--- config.mk ---
export PLATFORM = sky130hd
export DESIGN_NAME = periph_cmd_master
export DESIGN_NICKNAME = d
export VERILOG_FILES = /design/src/rtl/periph_cmd_master.sv
export SDC_FILE = /design/constraint.sdc
export NUM_CORES = 1
export LEC_CHECK = 0
export BUFFER_PORTS_ARGS = -buffer_cell sky130_fd_sc_hd__buf_2
export CORE_ASPECT_RATIO = 0.7
export CORE_MARGIN = 2
export CORE_UTILIZATION = 25
export DETAILED_ROUTE_END_ITERATION = 10
export PLACE_DENSITY = 0.4
export SYNTH_ARGS = -nofsm -noshare
export SYNTH_HDL_FRONTEND = slang
export SYNTH_SLANG_ARGS = --single-unit
--- constraint.sdc ---
create_clock -name clk -period 2.6 [get_ports clk]
set_input_delay 0.13 -clock clk [delete_from_list [all_inputs] [get_ports clk]]
set_output_delay 0.13 -clock clk [all_outputs]
set_load 0.02 [all_outputs]
--- src/rtl/periph_cmd_master.sv ---
// Initiator for the peripheral command bus: queues (cmd, word) pairs from the core
// and issues each one with a four-phase request/response handshake and per-phase timeout.
module periph_cmd_master #(
  parameter int unsigned DEPTH    = 4,
  parameter int unsigned TIMEOUT  = 256,
  parameter logic [15:0] CMD_READ = 16'h1000
) (
  input  logic        clk,
  input  logic        reset_n,
  input  logic [15:0] cmd_in,
  input  logic [15:0] word_in,
  input  logic        cmd_valid,
  output logic        cmd_ready,
  output logic        request,
  output logic [15:0] cmd,
  output logic [15:0] word,
  input  logic        response,
  input  logic [15:0] keycode,
  output logic [15:0] rd_data,
  output logic        rd_valid,
  output logic        busy,
  output logic        timeout_err,
  input  logic        err_clear
);

  // Handshake contract: a command is accepted on any posedge where cmd_valid and
  // cmd_ready are both high; the responder sees cmd/word valid whenever request=1
  // and answers with a response pulse, after which request stays low >= 1 full cycle.

  localparam int unsigned AW = $clog2(DEPTH);
  localparam int unsigned CW = (TIMEOUT > 2) ? $clog2(TIMEOUT) : 1;
  localparam logic [CW-1:0] CNT_LAST = CW'(TIMEOUT - 1);
  localparam logic [AW:0]   FULL_CNT = (AW + 1)'(DEPTH);

  typedef enum logic [1:0] {
    IDLE     = 2'd0,
    WAIT_ACK = 2'd1,
    WAIT_REL = 2'd2
  } state_t;

  state_t state_q, state_d;

  logic [31:0]   mem [DEPTH];
  logic [AW-1:0] wr_ptr, rd_ptr;
  logic [AW:0]   count, count_d;
  logic          push, pop;

  logic [CW-1:0] cnt_q, cnt_d;
  logic          request_d;
  logic [15:0]   cmd_d, word_d, rd_data_d;
  logic          rd_valid_d;
  logic          timeout_hit;
  logic          busy_d;

  assign cmd_ready = (count != FULL_CNT);
  assign push      = cmd_valid & cmd_ready;
  assign pop       = (state_q == IDLE) && (count != '0);

  always_comb begin
    count_d = count;
    if (push && !pop) begin
      count_d = count + 1'b1;
    end else if (pop && !push) begin
      count_d = count - 1'b1;
    end
  end

  always_comb begin
    state_d     = state_q;
    cnt_d       = cnt_q;
    request_d   = request;
    cmd_d       = cmd;
    word_d      = word;
    rd_data_d   = rd_data;
    rd_valid_d  = 1'b0;
    timeout_hit = 1'b0;
    unique case (state_q)
      IDLE: begin
        if (pop) begin
          {cmd_d, word_d} = mem[rd_ptr];
          request_d       = 1'b1;
          cnt_d           = '0;
          state_d         = WAIT_ACK;
        end
      end
      WAIT_ACK: begin
        // The responder pulses response for a single cycle, so act on the first sample.
        if (response) begin
          request_d = 1'b0;
          cnt_d     = '0;
          state_d   = WAIT_REL;
          if (cmd == CMD_READ) begin
            rd_data_d  = keycode;
            rd_valid_d = 1'b1;
          end
        end else if (cnt_q == CNT_LAST) begin
          request_d   = 1'b0;
          timeout_hit = 1'b1;
          cnt_d       = '0;
          state_d     = WAIT_REL;
        end else begin
          cnt_d = cnt_q + 1'b1;
        end
      end
      WAIT_REL: begin
        if (!response) begin
          cnt_d   = '0;
          state_d = IDLE;
        end else if (cnt_q == CNT_LAST) begin
          timeout_hit = 1'b1;
          cnt_d       = '0;
          state_d     = IDLE;
        end else begin
          cnt_d = cnt_q + 1'b1;
        end
      end
      default: begin
        state_d = IDLE;
      end
    endcase
  end

  assign busy_d = (count_d != '0) || (state_d != IDLE);

  // Storage needs no reset: occupancy is tracked by count and the pointers.
  always_ff @(posedge clk) begin
    if (push) begin
      mem[wr_ptr] <= {cmd_in, word_in};
    end
  end

  always_ff @(posedge clk or negedge reset_n) begin
    if (!reset_n) begin
      state_q     <= IDLE;
      cnt_q       <= '0;
      request     <= 1'b0;
      cmd         <= '0;
      word        <= '0;
      rd_data     <= '0;
      rd_valid    <= 1'b0;
      busy        <= 1'b0;
      timeout_err <= 1'b0;
      wr_ptr      <= '0;
      rd_ptr      <= '0;
      count       <= '0;
    end else begin
      state_q  <= state_d;
      cnt_q    <= cnt_d;
      request  <= request_d;
      cmd      <= cmd_d;
      word     <= word_d;
      rd_data  <= rd_data_d;
      rd_valid <= rd_valid_d;
      busy     <= busy_d;
      count    <= count_d;
      if (push) begin
        wr_ptr <= wr_ptr + 1'b1;
      end
      if (pop) begin
        rd_ptr <= rd_ptr + 1'b1;
      end
      if (timeout_hit) begin
        timeout_err <= 1'b1;
      end else if (err_clear) begin
        timeout_err <= 1'b0;
      end
    end
  end

endmodule
==> run summary, run 1 <==
The flow ran to the end, and the final reports show no timing, DRC or antenna violations. Adder-cell share of the synthesized area: 1.95%. In the final layout, the share of cells above drive strength 1 is 31.6%.

Of all flip-flops after synthesis, the portion carrying an async set or reset was 35.0%. Once placement completed, the tool counted placed cells totaling 992. The remaining max-slew budget at the tightest pin is 58.9%, and the via-per-instance ratio is 4.15. The mapped netlist covers 7710 sq um. The largest single stage delay on the critical path is 440 ps.

Critical path start-end classification: reg -> reg. The wire length per cell after detailed routing is 16.7 um. The floorplan step defined a die boundary enclosing 32300 sq um. The run gives 0 as the remaining antenna violation count. Startpoint kind of the worst setup timing path: a flip-flop. The number of non-filler instances in the completed layout was 1074; the area inside the core boundary was 30200 sq um. Walking the worst path, the cells encountered are inv_1, ha_1, and3b_1, or2_1, or2_2, o41ai_1. The critical hold path startpoint is response.

The share of the synthesized area in compound gates (AO/OA/AOI/OAI) is 2.77%, and the final count of pins violating max slew is 0. By area, the combinational part of the netlist is dominated by multiplexers. Setup repair after global routing left no endpoint under its margin. The transition time of the tightest slew-check pin is 617 ps, and the count of unresolved DRC violations after routing is 0. STA puts the critical path data required time at 2920 ps. The peak ir drop on the vdd network was 0.457 mV; the final cycle utilization of the critical path was 85.0%. Global routing consumed, over all layers together, 11.8% of the routing resources.

Setup violations remaining at the end of the flow were counted as 0. The first global-routing pass estimated 27.9 mm of wire. Based on the critical path, the design can be clocked at up to 453 MHz.

The synthesized net count was 542. In the post-synthesis netlist, the biggest area contributors are sky130_fd_sc_hd__edfxtp_1 (50%), sky130_fd_sc_hd__dfrtp_1 (22%), sky130_fd_sc_hd__mux4_2 (9.3%). 106 I/O pins were placed.

The tools report the static leakage as 3.99 nW. From bottom edge to top edge, the die measures 151 um. CTS saw 197 sinks. The run gives 477 as the synthesized netlist cell count.

The weighted congestion at the end of routability-driven global placement came out at 0.726. Path category of the worst min-delay check: in -> reg. Chip width: 214 um. Power spread over the standard cell area amounts to 1070 nW/um^2.

Summing all placed instances gives a cell area of 8820 sq um. In this run the biggest area consumer among cell types represents 49.8% of the synthesized area. The initial antenna violation count is 0. Clock-pin slew was measured on the worst setup and hold paths at 70 ps.

Once the floorplan was initialized, standard cells occupied 25.6% of the core. The finished cells cover 9900 sq um. The tools report the destination of the worst register-to-register timing path as cnt_q[7].

STA classifies the critical path endpoint as a flip-flop. The reg2reg setup slack was 390 ps; the synthesized area per cell was 16.2 sq um. Summed over all failing endpoints, the final setup total negative slack is 0 ps. During synthesis, Yosys emitted a total of 0 warnings.

The area growth from synthesis to layout is 28.3%. The number of core rows came out at 53. The post-synthesis share of cell area spent on and, or, nand and nor gates was 8.81%; the number of enable-type register cells in the synthesized netlist was 128. Subtracting the final worst setup slack from the clock period gives 2210 ps. The tools report the cell at the root of the clock tree as sky130_fd_sc_hd__clkbuf_16. Counting cells, the worst reg-to-reg path comes to 6. The number of max-cap violations came out at 0. The slowest cell on the critical path was sky130_fd_sc_hd__dfrtp_1. In the synthesized netlist, mux cells make up 11.8% of the area. The routed layout has 4460 vias.

Cells fill 32.8% of the core in the end. The run gives 11.5 mm as the detailed placement HPWL. The logs give 2530 ps for the critical path arrival and 4742 for the number of global-route vias before repair. The run gives 8.06 ps as the maximum clock skew at final layout.

For the wire length reported by the detailed router, the log shows 17.9 mm. The startpoint identified for the worst register-to-register timing path is state_q[0]. Counting along the longest clock path gives a buffer depth of 2.

The total iterations of the first detailed-routing run came out at 4. The number of antenna diodes in the final layout is 0. Summing the sequential cell areas from Yosys gives 72.2% of the chip area.

In this run the worst setup path begins at state_q[0]. The highest fanout seen on the critical path came out at 14. The largest total area in the synthesized netlist belongs to sky130_fd_sc_hd__edfxtp_1.

TritonCTS built the clock tree. The clock reaches the later pin of the worst-skew pair after 440 ps. CTS built an H-tree with a depth of 4. The number of storage elements in the synthesis netlist works out to 197. In this run, the number of DRC markers left after iteration 0 of detailed routing was 184. Synthesis instantiated 43 different standard cells from the library. In this run the tool buffered the top-level ports with 105 buffer cells.

Across all hold checks on the routed design, the worst slack comes to 109 ps. The tools report the final-stage net count as 714. Prevailing post-synth register cell: sky130_fd_sc_hd__edfxtp_1.

After Yosys synthesis, XOR and XNOR cells account for 0.665% of the synthesized area. Final number of hold-violating endpoints: 0. The hold-critical path endpoint was rd_valid. Entering global routing, the biggest net connects 43 pins. The tools report the CTS buffer count as 17. The hold path depth was 3. Global routing finished with a remaining overflow of 0.
-- worst max-delay path, delay by kind of cell (launching register included) --
family / cells / cell delay [ps]
AND/OR/NAND/NOR: 3 / 980
flip-flops: 1 / 440
adder cells (fa/ha/maj): 1 / 300
AO/OA/AOI/OAI: 1 / 290
buffers and inverters: 1 / 90
-- worst max path at each step --
stage / end / slack [ps] / depth (start not counted)
6_report: cnt_q[7] / 390 / 6
5_1_grt: cnt_q[7] / 220 / 6
4_1_cts: cnt_q[7] / 370 / 6
3_5_place_dp: cnt_q[7] / 390 / 6
3_3_place_gp: busy / 500 / 7
2_1_floorplan: mem[0][0] / 450 / 4
-- power breakdown --
part	leakage [nW]	internal (W)	switching [W]
registers	2.06	0.00413	0.000389
clock network	0.285	0.00140	0.00120
logic	1.65	0.00140	0.00206
-- synth_stat cells (all sizes together), types with 7 or more instances --
cell type	count
a21oi	7
o21ai	13
inv	9
clkbuf	11
edfxtp	128
ha	12
mux4	32
nand2	109
mux2	17
dfrtp	69
buf	8
nor2	12
-- cells in the final DEF (no fill, tap or decap), types with 3 or more instances in the layout --
| cell | count |
|---|---|
| sky130_fd_sc_hd__edfxtp_1 | 128 |
| sky130_fd_sc_hd__nand2_1 | 107 |
| sky130_fd_sc_hd__buf_2 | 104 |
| sky130_fd_sc_hd__dfrtp_1 | 67 |
| sky130_fd_sc_hd__dlygate4sd3_1 | 50 |
| sky130_fd_sc_hd__mux4_2 | 32 |
| sky130_fd_sc_hd__clkbuf_16 | 17 |
| sky130_fd_sc_hd__buf_4 | 16 |
| sky130_fd_sc_hd__o21ai_0 | 13 |
| sky130_fd_sc_hd__nor2_1 | 12 |
| sky130_fd_sc_hd__ha_1 | 12 |
| sky130_fd_sc_hd__mux2_2 | 11 |
| sky130_fd_sc_hd__inv_1 | 9 |
| sky130_fd_sc_hd__a21oi_1 | 7 |
| sky130_fd_sc_hd__mux2_1 | 6 |
| sky130_fd_sc_hd__nand3_1 | 4 |
| sky130_fd_sc_hd__o211ai_1 | 4 |
| sky130_fd_sc_hd__xnor2_1 | 4 |
| sky130_fd_sc_hd__and3_2 | 4 |
| sky130_fd_sc_hd__inv_6 | 4 |
| sky130_fd_sc_hd__nor4_1 | 3 |
| sky130_fd_sc_hd__nor3_1 | 3 |
| sky130_fd_sc_hd__clkbuf_1 | 3 |
-- through the flow --
step	total power, W	setup slack (ps)
detailed placement	0.00811	394
floorplan	0.00681	448
finish	0.0106	391
global route	0.0113	223
global placement	0.00808	503
CTS	0.0108	372
-- final cells by class --
| cell class | instances | area, sq um |
|---|---|---|
| clock inverters | 10 | 115 |
| clock buffers | 22 | 464 |
| fillers | 2977 | 20300 |
| inverters | 9 | 33.8 |
| well taps | 412 | 515 |
| multi-input cells | 252 | 2010 |
| flip-flops and latches | 197 | 5570 |
| repair buffers | 172 | 1180 |
-- kinds of logic (layout without fill, tap and decap cells) --
family	Yosys count	count (layout)
compound gates	34	34
xor+xnor	5	5
fa+ha+maj	12	12
buf+inv	28	213
flops	197	197
mux	49	49
simple gates	152	152
-- flip-flops by register name, indices dropped and copies added, names as in the netlist --
signal,flops
word,16
cnt_q,8
timeout_err,1
mem,128
rd_valid,1
rd_ptr,2
wr_ptr,2
count,3
state_q,2
request,1
cmd,16
rd_data,16
busy,1
-- metal layers --
layer / routed length (um) / track usage (%)
met5: 0 / 0
met4: 182 / 3.67
met3: 934 / 4.10
met2: 8360 / 18.5
met1: 8420 / 15.3
-- timing repair --
item,CTS,global route
setup buffers,0,0
resized for setup,0,0
hold buffers,50,0
hold endpoints to repair,185,0
Power figures use the tool's default switching activity.
==> inputs of run 2 (changes only) <==
==> constraint.sdc (replaced) <==
create_clock -name clk -period 2.1 [get_ports clk]
set_input_delay 0.105 -clock clk [delete_from_list [all_inputs] [get_ports clk]]
set_output_delay 0.105 -clock clk [all_outputs]
set_load 0.02 [all_outputs]
==> run 2 against run 1 <==
Against the previous run:
- combinational power up 28%
- flip-flop and latch count unchanged
- count of clock-buffer cells in the layout is 5 lower
- sequential share of layout area fell by 0.70 points
- setup slack got worse by 240 ps
- cell count unchanged
- clock skew grew 1.3 ps
- hold slack got worse by 24 ps
- highest routed layer unchanged
- non-clock buffer count did not move
- sequential power rose by 24%
- first-iteration DRC count grew 42%
- power grew 26%
==> run summary, run 2 (same netlist as run 1, synthesis figures left out) <==
For the final number of hold-violating endpoints, the log shows 0 (unchanged). The run gives 0 (unchanged) as the total congestion overflow after global routing. Setup repair after global routing left no endpoint under its margin. The source-to-sink clock delay at the later pin of the worst-skew pair is 440 ps (about the same). Post-placement setup slack: -36.7 ps (-430 ps). The destination of the worst register-to-register timing path was busy. The number of core rows was 53 (unchanged). The wire length of the first global-routing pass is 28.1 mm (+0.72%). The peak ir drop on the vdd network is 0.656 mV (+44%). The flip-flop and latch area was 5570 sq um (unchanged). The tools report the start of the worst register-to-register path as count[1].

The path depth of the worst reg2reg path came out at 7 (+1). The peak per-stage delay on the critical path is 500 ps (+60 ps). The data required time at the worst endpoint came out at 2410 ps (-510 ps). The count of input and output buffers was 105 (unchanged); the transition time of the tightest slew-check pin was 688 ps (+71.1 ps).

The wire length reported by the detailed router was 18.1 mm (+0.85%). The cell area after placement came out at 8880 sq um (+0.71%). The run gives 0 (unchanged) as the count of unresolved DRC violations after routing. The tightest min-delay check is of the in -> reg type. In the layout the commonest cells are sky130_fd_sc_hd__edfxtp_1 (128), sky130_fd_sc_hd__nand2_1 (107), sky130_fd_sc_hd__buf_2 (104). The total die area was 32300 sq um (unchanged); the area inside the core boundary was 30200 sq um (unchanged). The highest fanout seen on the critical path was 7 (-7). The tools report the maximum number of pins on one net before global-route repair as 45 (+4.7%). The worst setup path is launched from a flip-flop.

The final critical delay including setup and external delays came out at 1950 ps (-262 ps). TritonCTS built the clock tree. The library cell used most frequently in the layout, excluding fill and tap cells, is sky130_fd_sc_hd__edfxtp_1. The share of layout cells above drive strength 1 was 32.8% (+1.2 points). The cell at the root of the clock tree is sky130_fd_sc_hd__clkbuf_16. For the final count of pins violating max slew, the log shows 0 (unchanged). The tools report the final-stage net count as 714 (unchanged). The reg2reg setup slack came out at 150 ps (-240 ps). The buffers inserted during post-CTS setup optimization was 0 (unchanged). The initial antenna violation count came out at 0 (unchanged). The worst slack on hold paths was 85.3 ps (-23.5 ps); the count of fill cells added during filler insertion was 2938 (-1.3%).

The iteration-0 DRC count of the detailed router was 261 (+42%). The number of antenna repair diodes is 0 (unchanged), and the via-per-instance ratio is 4.22 (+1.7%). By startpoint and endpoint, the worst setup path is classified as reg -> reg. The tools report the worst setup path startpoint as count[1]. The static leakage was 4.02 nW (+0.75%). The logs give 17 (unchanged) for the CTS buffer count and 10000 sq um (+1.3%) for the final standard cell area without fillers. Multi-input logic area: 2050 sq um (+1.7%). The most flop-heavy register is mem. The run gives 4 (unchanged) as the total iterations of the first detailed-routing run. For the remaining max-slew budget at the tightest pin, the log shows 54.1% (-4.7 points). STA classifies the critical path endpoint as a flip-flop.

Clock transition time at the flip-flop clock pins of the worst setup and hold paths: 70 ps (about the same). Walking the worst path, the cells encountered are inv_1, ha_2, nand2_2, and2_4, o21ai_0, o32ai_1, or4b_1. The wire length per cell after detailed routing is 16.8 um (+0.85%), and the number of global-route vias before repair is 4737 (-0.11%). The I/O pin total was 106 (unchanged); the flip-flop count of the largest register, all copies and words added was 128 (unchanged).

The tools report the global-route usage over all layers as 11.7% (-0.043 points). For the total power, the log shows 0.0134 W (+26%). The run gives 197 (unchanged) as the number of sinks driven by the clock tree. The tools report the final worst setup slack as 153 ps (-238 ps). The run finished with clean final reports. The detailed placement HPWL is 10.8 mm (-5.5%). The area overhead of the layout relative to synthesis is 30.0%, and the power per unit of standard cell area is 1330 nW/um^2 (+25%). The tools report the number of non-filler instances in the completed layout as 1074 (unchanged). The number of levels in the clock H-tree is 4 (unchanged). The termination of the worst setup path was busy. The logs give 992 (unchanged) for the number of cells in the design after placement and 0 (unchanged) for the number of max-cap violations. The die height works out to 151 um (unchanged). The logs give 2 (unchanged) for the deepest clock path buffer count and 0.712 (-1.9%) for the weighted congestion at the end of routability-driven global placement. For the starting density of the core, the log shows 25.6% (unchanged). The final cycle utilization of the critical path was 92.7% (+7.7 points).

The remaining antenna violation count is 0 (unchanged), and the total number of vias is 4537 (+1.7%). The logs give 0 (unchanged) for the final number of setup-violating endpoints and 2260 ps (-270 ps) for the critical path arrival. The chip width was 214 um (unchanged). For the highest clock frequency the design can meet, the log shows 514 MHz (+13%).

Among all stages on the critical path, the largest delay is contributed by sky130_fd_sc_hd__or4b_1. Maximum clock skew at final layout: 9.36 ps (+1.30 ps).
==> run 2: power by group <==
part	leakage (nW)	switching [W]	total [W]	internal (W)
clock	0.296	0.00161	0.00332	0.00171
sequential	2.06	0.000511	0.00562	0.00511
combinational	1.67	0.00258	0.00441	0.00183
==> run 2: metrics by stage <==
stage / utilization [%] / TNS (ps)
floorplan: - / 0
global placement: 29.4 / -438
detailed placement: 29.4 / -412
CTS: 33.1 / 0
global route: 33.2 / 0
finish: 33.2 / 0
==> run 2: what timing repair did <==
| item | CTS | global route |
|---|---|---|
| pin swaps | 0 | 1 |
| hold buffers | 50 | 0 |
| endpoints found under the setup margin | 16 | 20 |
| hold endpoints to repair | 187 | 0 |
| resized for setup | 2 | 4 |
==> run 2: final cells by class <==
type,instances,share of cell area [%]
well taps,412,5.14
repair buffers,172,12.4
multi-input cells,252,20.4
flip-flops and latches,197,55.6
inverters,9,0.337
clock buffers,17,4.24
clock inverters,15,1.82
==> run 2: worst min-delay path by stage <==
stage	startpoint	endpoint	slack, ps	depth (start not counted)
2_1_floorplan	reset_n	busy	-190	0
3_3_place_gp	reset_n	cnt_q[2]	200	1
3_5_place_dp	reset_n	timeout_err	210	1
4_1_cts	response	state_q[1]	50	3
5_1_grt	response	state_q[1]	90	3
6_report	response	state_q[1]	90	3
==> run 2: worst max-delay path: cells and delay by family, from the launching register on <==
kind	cells	cell delay [ps]
adders and majority gates	1	270
AOI/OAI and AO/OA	2	270
DFF	1	420
and+or+nand+nor	3	770
buffers and inverters	1	100
==> run 2: per-layer routing <==
| metal | track usage (%) | wire [um] | vias up |
|---|---|---|---|
| li1 | - | - | 2117 |
| met1 | 16.0 | 8670 | 2292 |
| met2 | 18.1 | 8220 | 114 |
| met3 | 3.31 | 961 | 14 |
| met4 | 3.78 | 201 | 0 |
| met5 | 0 | 0 | - |
